==> src/rtl/pipe_skid_reg_if.sv <==
//------------------------------------------------------------------------------
// Module      : pipe_skid_reg_if
// Description : Valid/ready handshake bundle for one pipeline stage.
//               Upstream side  : in_valid, in_ready, in_data
//               Downstream side: out_valid, out_ready, out_data
//               modport slave  - the stage register itself
//               modport master - the surrounding environment, which drives
//                                the upstream payload and consumes the output
// Revision    : 1.0 - initial release
//------------------------------------------------------------------------------
`default_nettype none

interface pipe_skid_reg_if #(
    parameter int DATA_W = 64
);
    logic              in_valid;
    logic              in_ready;
    logic [DATA_W-1:0] in_data;
    logic              out_valid;
    logic              out_ready;
    logic [DATA_W-1:0] out_data;

    modport master (
        output in_valid,
        output in_data,
        output out_ready,
        input  in_ready,
        input  out_valid,
        input  out_data
    );

    modport slave (
        input  in_valid,
        input  in_data,
        input  out_ready,
        output in_ready,
        output out_valid,
        output out_data
    );
endinterface

`default_nettype wire

==> src/rtl/pipe_skid_reg.sv <==
//------------------------------------------------------------------------------
// Module      : pipe_skid_reg
// Description : Flow-controlled pipeline stage register with a two-entry skid
//               buffer. in_ready is a function of state (and rst) only, so the
//               back-pressure path from out_ready is broken at this stage.
//               A synchronous flush squashes all held entries.
// Ports       : clk       - clock, rising edge
//               rst       - synchronous active-high reset
//               flush     - squash held entries (synchronous)
//               occupancy - number of valid entries held (0..2)
//               bus       - handshake bundle (slave side)
// Revision    : 1.0 - initial release
//------------------------------------------------------------------------------
`default_nettype none

module pipe_skid_reg #(
    parameter int                DATA_W     = 64,
    parameter logic [DATA_W-1:0] PRESET_VAL = '0,
    parameter bit                FLUSH_CLR  = 1'b0
) (
    input  logic          clk,
    input  logic          rst,
    input  logic          flush,
    output logic [1:0]    occupancy,
    pipe_skid_reg_if.slave bus
);

    // Main register M drives the outputs; skid register S holds the payload
    // accepted while downstream was stalled. S is always younger than M.
    logic              r_m_valid;
    logic [DATA_W-1:0] r_m_data;
    logic              r_s_valid;
    logic [DATA_W-1:0] r_s_data;

    logic w_in_ready;
    logic w_in_fire;
    logic w_out_fire;
    logic w_m_load_in;
    logic w_m_load_s;
    logic w_s_load_in;

    assign w_in_ready = ~r_s_valid & ~rst;
    assign w_in_fire  = bus.in_valid & w_in_ready;
    assign w_out_fire = r_m_valid & bus.out_ready;

    // Payload enables. in_fire implies S is empty, so the stage is EMPTY or
    // ONE whenever w_in_fire is set. A flush suppresses every load.
    assign w_m_load_in = ~flush & w_in_fire & (~r_m_valid | w_out_fire);
    assign w_s_load_in = ~flush & w_in_fire & r_m_valid & ~w_out_fire;
    assign w_m_load_s  = ~flush & r_s_valid & w_out_fire;

    // Valid bits: (m,s) = (0,0) EMPTY, (1,0) ONE, (1,1) FULL.
    always_ff @(posedge clk) begin
        if (rst) begin
            r_m_valid <= 1'b0;
            r_s_valid <= 1'b0;
        end else if (flush) begin
            r_m_valid <= 1'b0;
            r_s_valid <= 1'b0;
        end else if (!r_m_valid) begin
            if (w_in_fire) begin
                r_m_valid <= 1'b1;
            end
        end else if (!r_s_valid) begin
            if (w_in_fire && !w_out_fire) begin
                r_s_valid <= 1'b1;
            end else if (!w_in_fire && w_out_fire) begin
                r_m_valid <= 1'b0;
            end
        end else if (w_out_fire) begin
            r_s_valid <= 1'b0;
        end
    end

    // Payload registers: loaded only on the transitions that need them so
    // idle cycles do not toggle the wide data path.
    always_ff @(posedge clk) begin
        if (rst) begin
            r_m_data <= PRESET_VAL;
            r_s_data <= PRESET_VAL;
        end else if (flush) begin
            if (FLUSH_CLR) begin
                r_m_data <= PRESET_VAL;
                r_s_data <= PRESET_VAL;
            end
        end else begin
            if (w_m_load_in) begin
                r_m_data <= bus.in_data;
            end else if (w_m_load_s) begin
                r_m_data <= r_s_data;
            end
            if (w_s_load_in) begin
                r_s_data <= bus.in_data;
            end
        end
    end

    assign bus.in_ready  = w_in_ready;
    assign bus.out_valid = r_m_valid;
    assign bus.out_data  = r_m_data;
    assign occupancy     = {1'b0, r_m_valid} + {1'b0, r_s_valid};

endmodule

`default_nettype wire

==> src/flat_wrapper.sv <==
// flat-port wrapper written by rule: the top's interface ports become plain ports
module pipe_skid_reg_flat 
#(
    parameter int                DATA_W     = 64,
    parameter logic [DATA_W-1:0] PRESET_VAL = '0,
    parameter bit                FLUSH_CLR  = 1'b0
)
  (clk, rst, flush, occupancy, bus_in_valid, bus_in_data, bus_out_ready, bus_in_ready, bus_out_valid, bus_out_data);
  pipe_skid_reg_if #(.DATA_W(DATA_W)) bus_i ();
  input  logic clk;
  input  logic rst;
  input  logic flush;
  output logic [1:0] occupancy;
  input wire logic [$bits(bus_i.in_valid)-1:0] bus_in_valid;
  input wire logic [$bits(bus_i.in_data)-1:0] bus_in_data;
  input wire logic [$bits(bus_i.out_ready)-1:0] bus_out_ready;
  output wire logic [$bits(bus_i.in_ready)-1:0] bus_in_ready;
  output wire logic [$bits(bus_i.out_valid)-1:0] bus_out_valid;
  output wire logic [$bits(bus_i.out_data)-1:0] bus_out_data;
  assign bus_i.in_valid = bus_in_valid;
  assign bus_i.in_data = bus_in_data;
  assign bus_i.out_ready = bus_out_ready;
  assign bus_in_ready = bus_i.in_ready;
  assign bus_out_valid = bus_i.out_valid;
  assign bus_out_data = bus_i.out_data;
  pipe_skid_reg #(.DATA_W(DATA_W), .PRESET_VAL(PRESET_VAL), .FLUSH_CLR(FLUSH_CLR)) u_core (.clk(clk), .rst(rst), .flush(flush), .occupancy(occupancy), .bus(bus_i));
endmodule
==> config.mk <==
export PLATFORM = sky130hd
export DESIGN_NAME = pipe_skid_reg_flat
export DESIGN_NICKNAME = d
export VERILOG_FILES = /design/src/rtl/pipe_skid_reg_if.sv /design/src/rtl/pipe_skid_reg.sv /design/src/flat_wrapper.sv
export SDC_FILE = /design/constraint.sdc
export NUM_CORES = 1
export LEC_CHECK = 0
export ABC_CLOCK_PERIOD_IN_PS = 3900
export BUFFER_PORTS_ARGS = -buffer_cell sky130_fd_sc_hd__buf_2
export CAP_MARGIN = 20
export CORE_UTILIZATION = 49
export DETAILED_ROUTE_END_ITERATION = 8
export HOLD_SLACK_MARGIN = 0.06
export PLACE_DENSITY = 0.74
export SYNTH_ARGS = -nofsm -noshare
export SYNTH_HDL_FRONTEND = slang
export SYNTH_SLANG_ARGS = --single-unit
==> constraint.sdc <==
create_clock -name clk -period 3.9 [get_ports clk]
set_clock_uncertainty 0.2 [all_clocks]
set_input_delay 0.195 -clock clk [delete_from_list [all_inputs] [get_ports clk]]
set_output_delay 0.195 -clock clk [all_outputs]
set_load 0.03 [all_outputs]
== Word-level counts from Yosys, hierarchy flattened ==
Index checks and enable logic that the tools add are counted.

* Add/subtract/negate cells: 1
* Muxes and demuxes: 10
* Reduce and logical (&&, ||, !) cells: 8
* Bitwise logic cells: 15

{| class="wikitable"
|+ Operator list
! operator !! count
|-
| $mux 64 || 2
|-
| $and 1x1->1 || 9
|-
| $mux 1 || 8
|-
| $not 1->1 || 5
|-
| $reduce_and 2->1 || 2
|-
| $add 1x1->2 || 1
|-
| $logic_and 1x1->1 || 2
|-
| $logic_not 1->1 || 2
|-
| $reduce_bool 2->1 || 1
|-
| $reduce_or 2->1 || 1
|-
| $or 1x1->1 || 1
|}

* Output and inout bits: 68
* Bits of input ports: 69
* Logic and storage cells: 38
* Flip-flop bits (word level): 130

== Longest topological paths before layout ==
Gate-level depths: netlist of run 1.

* Word-level depth: 9
* Depth in mapped cells: 6
* Depth with buffers taken out: 3

== Worst setup path before layout of run 1 ==
No wires, ideal clock.

* Path kind: reg-to-reg
* Start point: reg u_core.r_m_valid, in the netlist u_core.bus.out_valid
* End point: reg u_core.r_m_data[10], in the netlist u_core.bus.out_data[10]
* Arrival time: 1.461 ns
* Setup time: 0.142 ns
* Required time: 3.558 ns
* Path slack: 2.097 ns
* Stages on the path, launching flop included: 6
* Clock period less this slack: 1.803 ns
* Path buffers: 2
* Cell sequence: dfxtp_1 nand2b_1 buf_2 nand2_1 clkbuf_1 a311oi_1

* Cells in the longest elaborated chain, start to end: 5
* Elaborated cells between the ends (all ways): 8
* Classes of those cells: 1 x mux; 5 x bitwise; 2 x reduce/logical

{| class="wikitable"
|+ RTL lines
! element !! RTL line !! text
|-
| start: declaration || pipe_skid_reg.sv:30 || <nowiki>logic r_m_valid;</nowiki>
|-
| start signal: assignment || pipe_skid_reg.sv:55 || <nowiki>r_m_valid <= 1'b0;</nowiki>
|-
| start signal: assignment || pipe_skid_reg.sv:58 || <nowiki>r_m_valid <= 1'b0;</nowiki>
|-
| start signal: assignment || pipe_skid_reg.sv:62 || <nowiki>r_m_valid <= 1'b1;</nowiki>
|-
| $and 1x1->1 or $not 1->1 (tied branches) || pipe_skid_reg.sv:44, pipe_skid_reg.sv:48 ||
|-
| $or 1x1->1 || pipe_skid_reg.sv:48 || <nowiki>assign w_m_load_in = ~flush & w_in_fire & (~r_m_valid | w_out_fire);</nowiki>
|-
| $and 1x1->1 || pipe_skid_reg.sv:48 ||
|-
| $reduce_bool 2->1 (no source line) || n/a ||
|-
| $reduce_and 2->1 (no source line) || n/a ||
|-
| end signal: assignment || pipe_skid_reg.sv:88 || <nowiki>r_m_data <= bus.in_data;</nowiki>
|-
| end signal: assignment || pipe_skid_reg.sv:90 || <nowiki>r_m_data <= r_s_data;</nowiki>
|-
| end: declaration || pipe_skid_reg.sv:31 || <nowiki>logic [DATA_W-1:0] r_m_data;</nowiki>
|}

Parallel ways exist; a longest one is shown, timed or not.
A chain may end at the register's enable or synchronous reset.

== Final worst setup path of run 1 ==
* Start point: reg u_core.r_s_valid
* End point: reg u_core.r_s_data[36]

* Cells in the longest elaborated chain, start to end: 7

{| class="wikitable"
|+ RTL lines
! element !! RTL line !! text
|-
| start: declaration || pipe_skid_reg.sv:32 || <nowiki>logic r_s_valid;</nowiki>
|-
| start signal: assignment || pipe_skid_reg.sv:56 || <nowiki>r_s_valid <= 1'b0;</nowiki>
|-
| start signal: assignment || pipe_skid_reg.sv:59 || <nowiki>r_s_valid <= 1'b0;</nowiki>
|-
| start signal: assignment || pipe_skid_reg.sv:66 || <nowiki>r_s_valid <= 1'b1;</nowiki>
|-
| $not 1->1 || pipe_skid_reg.sv:42 || <nowiki>assign w_in_ready = ~r_s_valid & ~rst;</nowiki>
|-
| $and 1x1->1 || pipe_skid_reg.sv:42 ||
|-
| $and 1x1->1 || pipe_skid_reg.sv:43 || <nowiki>assign w_in_fire = bus.in_valid & w_in_ready;</nowiki>
|-
| $and 1x1->1 (3 in series) || pipe_skid_reg.sv:49 || <nowiki>assign w_s_load_in = ~flush & w_in_fire & r_m_valid & ~w_out_fire;</nowiki>
|-
| $reduce_and 2->1 (no source line) || n/a ||
|-
| end signal: assignment || pipe_skid_reg.sv:93 || <nowiki>r_s_data <= bus.in_data;</nowiki>
|-
| end: declaration || pipe_skid_reg.sv:33 || <nowiki>logic [DATA_W-1:0] r_s_data;</nowiki>
|}

Every way passes these cells.

==> results.yml, run 1 <==
finish:
  fin_nets: 903
  fill_cells: 902
  drive_above_1_share_pct: 27.7
  diodes: 0
  final_util_pct: 66.9
  areaGrowthSynthToFinish_pct: 32.9
  design_area_sq_mm: 0.00764
worst_hold_path:
  min-delay-start: "rst"
  hp-class: "input pin to flip-flop"
synth:
  muxShareOfSynthArea_pct: 0
  async_flop_share_pct: 0
  synth.area.top_cells: "dfxtp_1 (45%), a311oi_1 (9.8%), nor3_2 (9.8%), nand2_1 (8.4%), a21oi_1 (5.7%)"
  synth_common_cells: "dfxtp_1 (130), nand2_1 (129), a21oi_1 (66)"
  synth_compound_area_share_pct: 21.2
  synthXorXnorAreaFrac_pct: 0
  synthSimpleGateAreaFrac_pct: 25.9
  netlist_area_sq_mm: 0.00575
  ys_seq_elements: 130
  yosysMostFrequentCell: "dfxtp_1"
  synth_cell_types: 21
  ys_warn_count: 0
  synth_top_family_by_area: "simple AND/OR/NAND/NOR gates"
  synth_top_area_share_pct: 45.3
  synthFlopType: "dfxtp_1"
  synthAdderAreaFrac_pct: 0.218
  synth_top_cell_by_area: "dfxtp_1"
  netlist_instances: 670
  syn-num-nets: 740
  synth-edff-count: 0
  yosysSeqAreaShare_pct: 45.3
  avgSynthCellArea_sq_um: 8.58
global_route:
  grt_pass1_vias: 5546
  grt-ovfl-total: 0
  antenna_found_initial: 0
  grt_pass1_wl_mm: 26.4
  grt_usage_pct: 27.8
  grt_max_degree: 129
clocking:
  cts.sinks: 130
  htreeDepth: 4
  cts_setup_buffers: 0
  clk_latency_ps: 410
  cts_buffer_depth: 2
  path_clk_slew_ps: 60
  cts-buffers-inserted: 17
  cts_tree: "yes"
  cts-root-buf: "clkbuf_16"
placed_design:
  gp_congestion: 0.787
  dp_slack_ps: 925
  dpl_cell_area_sq_mm: 0.00628
  detailed_place_hpwl_mm: 8.67
  portBuffers: 136
detailed_routing:
  ant_nets: 0
  drt_iter0_drc: 470
  dr_total_vias: 5752
  drc_errors: 0
  first_pass_iters: 5
  vias_per_cell: 5.82
  wl_per_cell_um: 16.8
  totalWireLength_mm: 16.6
power:
  power.leakage_nw: 2.89
  ir_drop_mv: 0.410
  pwr_density_cell_mw_per_mm2: 438
die:
  core-area_sq_mm: 0.0114
  rows: 39
  die_area_sq_mm: 0.0122
  die_y_um: 110
  dieWidth_um: 110
  start_util_pct: 50.3
  io_pins: 137
sta:
  min_period_over_period_pct: 85.2
  tns_ps: 0
  worst_pin_slew_ps: 1010
  fmax_mhz: 301
  postLayoutSetupSlackWorst_ps: 576
  period_minus_slack_ps: 3320
  rsz0062_at_grt: "no"
  hold_viol: 0
  relSlewSlack_pct: 32.9
  setup_viol: 0
  slew_viol_final: 0
  whs_ps: 78.2
critical_path:
  worst-path-buf-inv: 2
  worstSetupPathType: "flip-flop to flip-flop"
  crit_path_max_fanout: 75
  cp_slowest_cell: "or4b_4"
  cp-startpoint: "u_core.r_s_valid$_SDFFE_PP0P_"
  cp_top_family: "buffers and inverters"
  crit_arrival_ps: 3480
  max_stage_delay_ps: 880
  crit_required_ps: 4050
  r2r-start: "u_core.r_s_valid$_SDFFE_PP0P_"
  start_kind: "flip-flop"
  end_kind: "flip-flop"
  worstPathCellList: "or4b_4, buf_4, o21ai_1, a21oi_1, dlygate4sd3_1"
run:
  cap_violations: 0
status:
  outcome: "finished clean"
-- worst register-to-register path: stages, from the launching register on --
cell and delay (ps):
dfxtp_1 550, or4b_4 890, buf_4 760, o21ai_1 150
a21oi_1 160, dlygate4sd3_1 560
-- metrics by stage --
stage	std cells	total power, W
floorplan	670	0.00161
global placement	880	0.00172
detailed placement	880	0.00172
CTS	989	0.00335
global route	989	0.00345
finish	989	0.00334
-- cell usage in the layout (no fill, tap or decap), drive strengths merged, types with 2 or more instances in the layout --
| cell type | n |
|---|---|
| clkinvlp | 2 |
| o21ai | 64 |
| nand2b | 2 |
| nand3 | 64 |
| nor2b | 2 |
| clkbuf | 22 |
| clkinv | 5 |
| bufinv | 3 |
| dlygate4sd3 | 77 |
| nor3 | 65 |
| nand2 | 129 |
| a21oi | 66 |
| buf | 144 |
| a311oi | 64 |
| dfxtp | 130 |
-- registers in the layout, summed over array words and instances, names as in the netlist --
signal	flops
u_core.bus.out_valid	1
u_core.r_s_valid	1
u_core.bus.out_data	64
u_core.r_s_data	64
-- final cells by class --
type                            count  area [sq um]  share of cell area, %
Tap cell                          143           179                   2.34
Timing Repair Buffer              221          1530                   20.0
Multi-Input combinational cell    463          2740                   35.9
Sequential cell                   130          2600                   34.1
Clock inverter                     10           134                   1.75
Clock buffer                       22           454                   5.95
-- power breakdown --
group          internal, W  switching [W]
clock network      0.00102       0.000573
registers          0.00137      0.0000214
logic             0.000134       0.000231
-- metal layers --
| metal | global-route usage, % | wire (um) |
|---|---|---|
| met5 | 0 | 0 |
| met4 | 10.2 | 321 |
| met3 | 6.41 | 981 |
| met2 | 47.6 | 8240 |
| met1 | 34.1 | 7030 |
-- repair_timing --
item / CTS / global route
hold buffers: 77 / 0
endpoints found under the hold margin: 130 / 0
setup endpoints to repair: 0 / 0
resized for setup: 0 / 0
-- final timing paths --
check / to / slack [ps] / cells past startpoint
hold reg to reg: u_core.bus.out_data[28]$_SDFFE_PP0P_ / 280 / 2
hold / removal: u_core.r_s_data[27]$_SDFFE_PP0P_ / 80 / 2
setup reg to reg: u_core.r_s_data[36]$_SDFFE_PP0P_ / 580 / 5
setup / recovery: u_core.r_s_data[36]$_SDFFE_PP0P_ / 580 / 5
-- cells by family after synthesis --
| kind of cell | Yosys count |
|---|---|
| simple gates | 267 |
| compound gates | 195 |
| flops | 130 |
| buf+inv | 77 |
| fa+ha+maj | 1 |
No activity file was read; power rests on OpenSTA's default activity.
==> inputs of run 2 (changes only) <==
Settings changed: BUFFER_PORTS_ARGS -buffer_cell sky130_fd_sc_hd__buf_2 to -buffer_cell sky130_fd_sc_hd__clkbuf_2.
==> results.yml, run 2 (same netlist as run 1, synthesis figures left out) <==
placed_design:
  placedCellCount: 882
  gp_congestion: 0.789
  portBuffers: 136
  dp_slack_ps: 916
  detailed_place_hpwl_mm: 8.99
worst_hold_path:
  hold-path-cell-count: 2
  min-delay-start: "rst"
  hp-class: "input pin to flip-flop"
status:
  outcome: "finished clean"
finish:
  diodes: 0
  finalNonFillerCells: 986
  seqCellArea_sq_mm: 0.00260
  final_cell_mix: "clkbuf_2 (135), dfxtp_1 (130), nand2_1 (128), dlygate4sd3_1 (72), a21oi_1 (66)"
  multiInputGateArea_sq_mm: 0.00274
  fin_nets: 900
  drive_above_1_share_pct: 28.4
  final_common_cell: "clkbuf_2"
  fill_cells: 927
  areaGrowthSynthToFinish_pct: 34.2
critical_path:
  reg2reg_depth: 5
  crit_arrival_ps: 3410
  max_stage_delay_ps: 850
  start_kind: "flip-flop"
  cp-startpoint: "u_core.r_s_valid$_SDFFE_PP0P_"
  r2r-start: "u_core.r_s_valid$_SDFFE_PP0P_"
  crit_required_ps: 4060
  cp_slowest_cell: "or4b_4"
  cp_top_family: "buffers and inverters"
  crit_path_end: "u_core.r_s_data[39]$_SDFFE_PP0P_"
  regToRegSetupSlack_ps: 650
  critical_path_cell_count: 5
  end_kind: "flip-flop"
  crit_path_max_fanout: 74
  worst-path-buf-inv: 2
  rr_endpoint: "u_core.r_s_data[39]$_SDFFE_PP0P_"
  worstPathCellList: "or4b_4, buf_4, o21ai_1, a21oi_1, dlygate4sd3_1"
  worstSetupPathType: "flip-flop to flip-flop"
global_route:
  grt-ovfl-total: 0
  grt_pass1_wl_mm: 25.5
  antenna_found_initial: 0
  grt_usage_pct: 26.9
  grt_max_degree: 85
  grt_pass1_vias: 5496
clocking:
  holdBufCountCts: 72
  cts_setup_buffers: 0
  cts.sinks: 130
  cts_buffer_depth: 2
  cts-buffers-inserted: 17
  clk_latency_ps: 410
  htreeDepth: 4
  cts_resized: 0
  cts-root-buf: "clkbuf_16"
  path_clk_slew_ps: 60
  cts_tree: "yes"
power:
  ir_drop_mv: 0.370
  power.leakage_nw: 2.88
  power_w: 0.00358
  pwr_density_cell_mw_per_mm2: 464
run:
  cap_violations: 0
sta:
  worst_pin_slew_ps: 967
  relSlewSlack_pct: 35.6
  hold_viol: 0
  tns_ps: 0
  period_minus_slack_ps: 3250
  fmax_mhz: 308
  rsz0062_at_grt: "no"
  slew_viol_final: 0
  min_period_over_period_pct: 83.3
  setup_viol: 0
  postLayoutSetupSlackWorst_ps: 652
die:
  core-area_sq_mm: 0.0114
  die_area_sq_mm: 0.0122
  die_y_um: 110
  start_util_pct: 50.3
  dieWidth_um: 110
  io_pins: 137
  rows: 39
detailed_routing:
  vias_per_cell: 5.86
  drc_errors: 0
  totalWireLength_mm: 16.2
  wl_per_cell_um: 16.4
  first_pass_iters: 6
  dr_total_vias: 5779
  drt_iter0_drc: 522
  ant_nets: 0
[run 2: layout make-up]
cell class | instances | share of cell area, %
Clock buffer | 20 | 5.92
Multi-Input combinational cell | 463 | 35.6
Tap cell | 143 | 2.32
Clock inverter | 12 | 2.95
Sequential cell | 130 | 33.7
Timing Repair Buffer | 218 | 19.5
[run 2: metrics by stage]
stage / util, % / area [sq um] / hold WS, ps
after floorplan: - / 5750 / 74.3
after global placement: 55.2 / 6310 / 251
after detailed placement: 55.2 / 6310 / 258
after CTS: 67.5 / 7710 / 60.2
after global routing: 67.5 / 7710 / 81.5
final: 67.5 / 7710 / 82.0
[run 2: how the worst min path moves through the flow]
stage	to	slack, ps
after floorplan	u_core.bus.out_valid$_SDFF_PP0_	70
after global placement	u_core.r_s_data[63]$_SDFFE_PP0P_	250
after detailed placement	u_core.r_s_data[63]$_SDFFE_PP0P_	260
after CTS	u_core.r_s_data[17]$_SDFFE_PP0P_	60
after global routing	u_core.r_s_data[26]$_SDFFE_PP0P_	80
final	u_core.r_s_data[21]$_SDFFE_PP0P_	80
[run 2: worst reg2reg max path: cells and delay by family, from the launching register on]
kind	cells	cell delay, ps
compound gates	2	310
buf+inv	2	1320
flops	1	520
simple gates	1	850
[run 2: metal layers]
layer | track usage, % | part of all wire, % | vias up
met4 | 11.0 | 1.8 | 0
met5 | 0 | 0 | -
met3 | 6.88 | 7.1 | 32
met2 | 44.0 | 49 | 264
met1 | 33.6 | 42 | 2736
li1 | - | - | 2747
[run 2: power breakdown]
part           switching (W)  internal (W)
logic               0.000231      0.000134
registers          0.0000222       0.00137
clock network       0.000585       0.00124
total               0.000838       0.00274
==> inputs of run 3 (changes only) <==
Settings changed: ABC_CLOCK_PERIOD_IN_PS 3900 to 2940, CORE_UTILIZATION 49 to 48, PLACE_DENSITY 0.74 to 0.76.
Clock period 3.9 ns to 2.94 ns, I/O delays scaled along.
==> results.yml, run 3 (same netlist as run 1, synthesis figures left out) <==
detailed_routing:
  first_pass_iters: 7
  drc_errors: 22
  dr_total_vias: 5750
  ant_nets: 0
  drt_iter0_drc: 593
  vias_per_cell: 5.84
  wl_per_cell_um: 16.4
  totalWireLength_mm: 16.2
critical_path:
  start_kind: "flip-flop"
  regToRegSetupSlack_ps: 720
  rr_endpoint: "u_core.bus.out_data[32]$_SDFFE_PP0P_"
  end_kind: "flip-flop"
  crit_path_max_fanout: 68
  crit_required_ps: 3040
  worstSetupPathType: "flip-flop to flip-flop"
  r2r-start: "u_core.r_s_valid$_SDFFE_PP0P_"
  reg2reg_depth: 4
  crit_arrival_ps: 2320
power:
  internal_power_w: 0.00322
  pwr_density_cell_mw_per_mm2: 572
  ir_drop_mv: 0.395
  clockPowerShare_pct: 46.3
  power.leakage_nw: 2.81
  p_seq_share_pct: 42.5
  switching_share_pct: 25.8
  combPwrFrac_pct: 11.2
  p_sw_w: 0.00112
sta:
  fmax_mhz: 450
  relSlewSlack_pct: 37.9
  min_period_over_period_pct: 75.6
  rsz0062_at_grt: "no"
  slew_viol_final: 0
  setup_viol: 0
  period_minus_slack_ps: 2220
  tns_ps: 0
  worst_pin_slew_ps: 931
  hold_viol: 0
clocking:
  cts-buffers-inserted: 17
  cts.sinks: 130
  cts-root-buf: "clkbuf_16"
  cts_tree: "yes"
  path_clk_slew_ps: 60
  htreeDepth: 4
  cts_buffer_depth: 2
  clk_latency_ps: 400
die:
  start_util_pct: 49.7
  core-area_sq_mm: 0.0116
  die_area_sq_mm: 0.0124
  die_y_um: 111
  io_pins: 137
  dieWidth_um: 111
  rows: 39
finish:
  fill_cells: 930
  drive_above_1_share_pct: 28.8
  areaGrowthSynthToFinish_pct: 32.0
  finalNonFillerCells: 984
  final_cell_mix: "clkbuf_2 (135), dfxtp_1 (130), nand2_1 (128), dlygate4sd3_1 (68), a21oi_1 (66)"
  diodes: 0
  fin_nets: 898
  final_common_cell: "clkbuf_2"
placed_design:
  placedCellCount: 884
  gp_congestion: 0.798
  portBuffers: 136
  detailed_place_hpwl_mm: 8.80
worst_hold_path:
  hold-path-cell-count: 5
  hp-class: "input pin to flip-flop"
  hold_end: "u_core.r_s_data[15]$_SDFFE_PP0P_"
  min-delay-start: "rst"
run:
  cap_violations: 0
global_route:
  antenna_found_initial: 0
  grt-ovfl-total: 0
  grt_usage_pct: 25.9
  grt_pass1_vias: 5413
  grt_max_degree: 129
  grt_pass1_wl_mm: 26.4
status:
  violations: "design-rule violations"
  outcome: "finished, violations left"
-- run 3: cell count changes in the layout (fill, tap and decap cells not counted), sizes merged --
cell	delta
dlygate4sd3	-4
clkinvlp	+3
inv	+1
buf	+2
bufinv	-5
clkinv	+1
-- run 3: final cells by class --
class                           instances  area [sq um]  share of cell area (%)
Clock inverter                         12           106                    1.40
Multi-Input combinational cell        463          2740                    36.1
Sequential cell                       130          2600                    34.3
Tap cell                              143           179                    2.36
Clock buffer                           20           467                    6.15
Timing Repair Buffer                  216          1490                    19.7
-- run 3: critical path, stage by stage (launching register included) --
cell and delay (ps):
dfxtp_1 540, or4b_4 220, buf_4 690, nor3_2 110
a311oi_1 320
-- run 3: power by group through the flow --
stage | clock [W] | combinational, W | sequential [W]
floorplan | 0 | 0.000176 | 0.00197
global placement | 0 | 0.000401 | 0.00188
detailed placement | 0 | 0.000408 | 0.00188
CTS | 0.00204 | 0.000480 | 0.00184
global route | 0.00214 | 0.000516 | 0.00185
finish | 0.00201 | 0.000486 | 0.00184
-- run 3: layer usage --
metal  global-route usage [%]  vias to the layer above  wire (um)
met5                        0                        -          0
met4                     10.4                        0        212
met3                     5.39                       19        987
met2                     41.9                      237       7800
met1                     33.9                     2748       7160
li1                         -                     2746          -
-- run 3: what timing repair did --
item	CTS	global route
gates resized for setup	0	0
hold buffers	68	0
endpoints found under the hold margin	130	0
setup buffers	0	0
-- run 3: worst max-delay path by stage --
stage	slack (ps)	from	endpoint	depth (start not counted)
CTS	780	u_core.r_s_valid$_SDFFE_PP0P_	u_core.bus.out_data[32]$_SDFFE_PP0P_	4
detailed placement	790	u_core.r_s_valid$_SDFFE_PP0P_	u_core.bus.out_data[32]$_SDFFE_PP0P_	4
global placement	930	u_core.r_s_valid$_SDFFE_PP0P_	u_core.r_s_data[41]$_SDFFE_PP0P_	4
finish	720	u_core.r_s_valid$_SDFFE_PP0P_	u_core.bus.out_data[32]$_SDFFE_PP0P_	4
floorplan	1140	u_core.bus.out_valid$_SDFF_PP0_	u_core.bus.out_data[10]$_SDFFE_PP0P_	5
global route	600	u_core.r_s_valid$_SDFFE_PP0P_	u_core.bus.out_data[32]$_SDFFE_PP0P_	4
-- run 3: metrics by stage --
stage	utilization, %	instance area (sq um)	worst slack [ps]	hold slack (ps)	total power (W)
after CTS	65.6	7590	777	134	0.00437
after floorplan	-	5750	1140	26.3	0.00214
final	65.6	7590	718	114	0.00434
after global placement	54.8	6330	933	200	0.00228
after global routing	65.6	7590	600	147	0.00450
after detailed placement	54.8	6330	787	211	0.00229
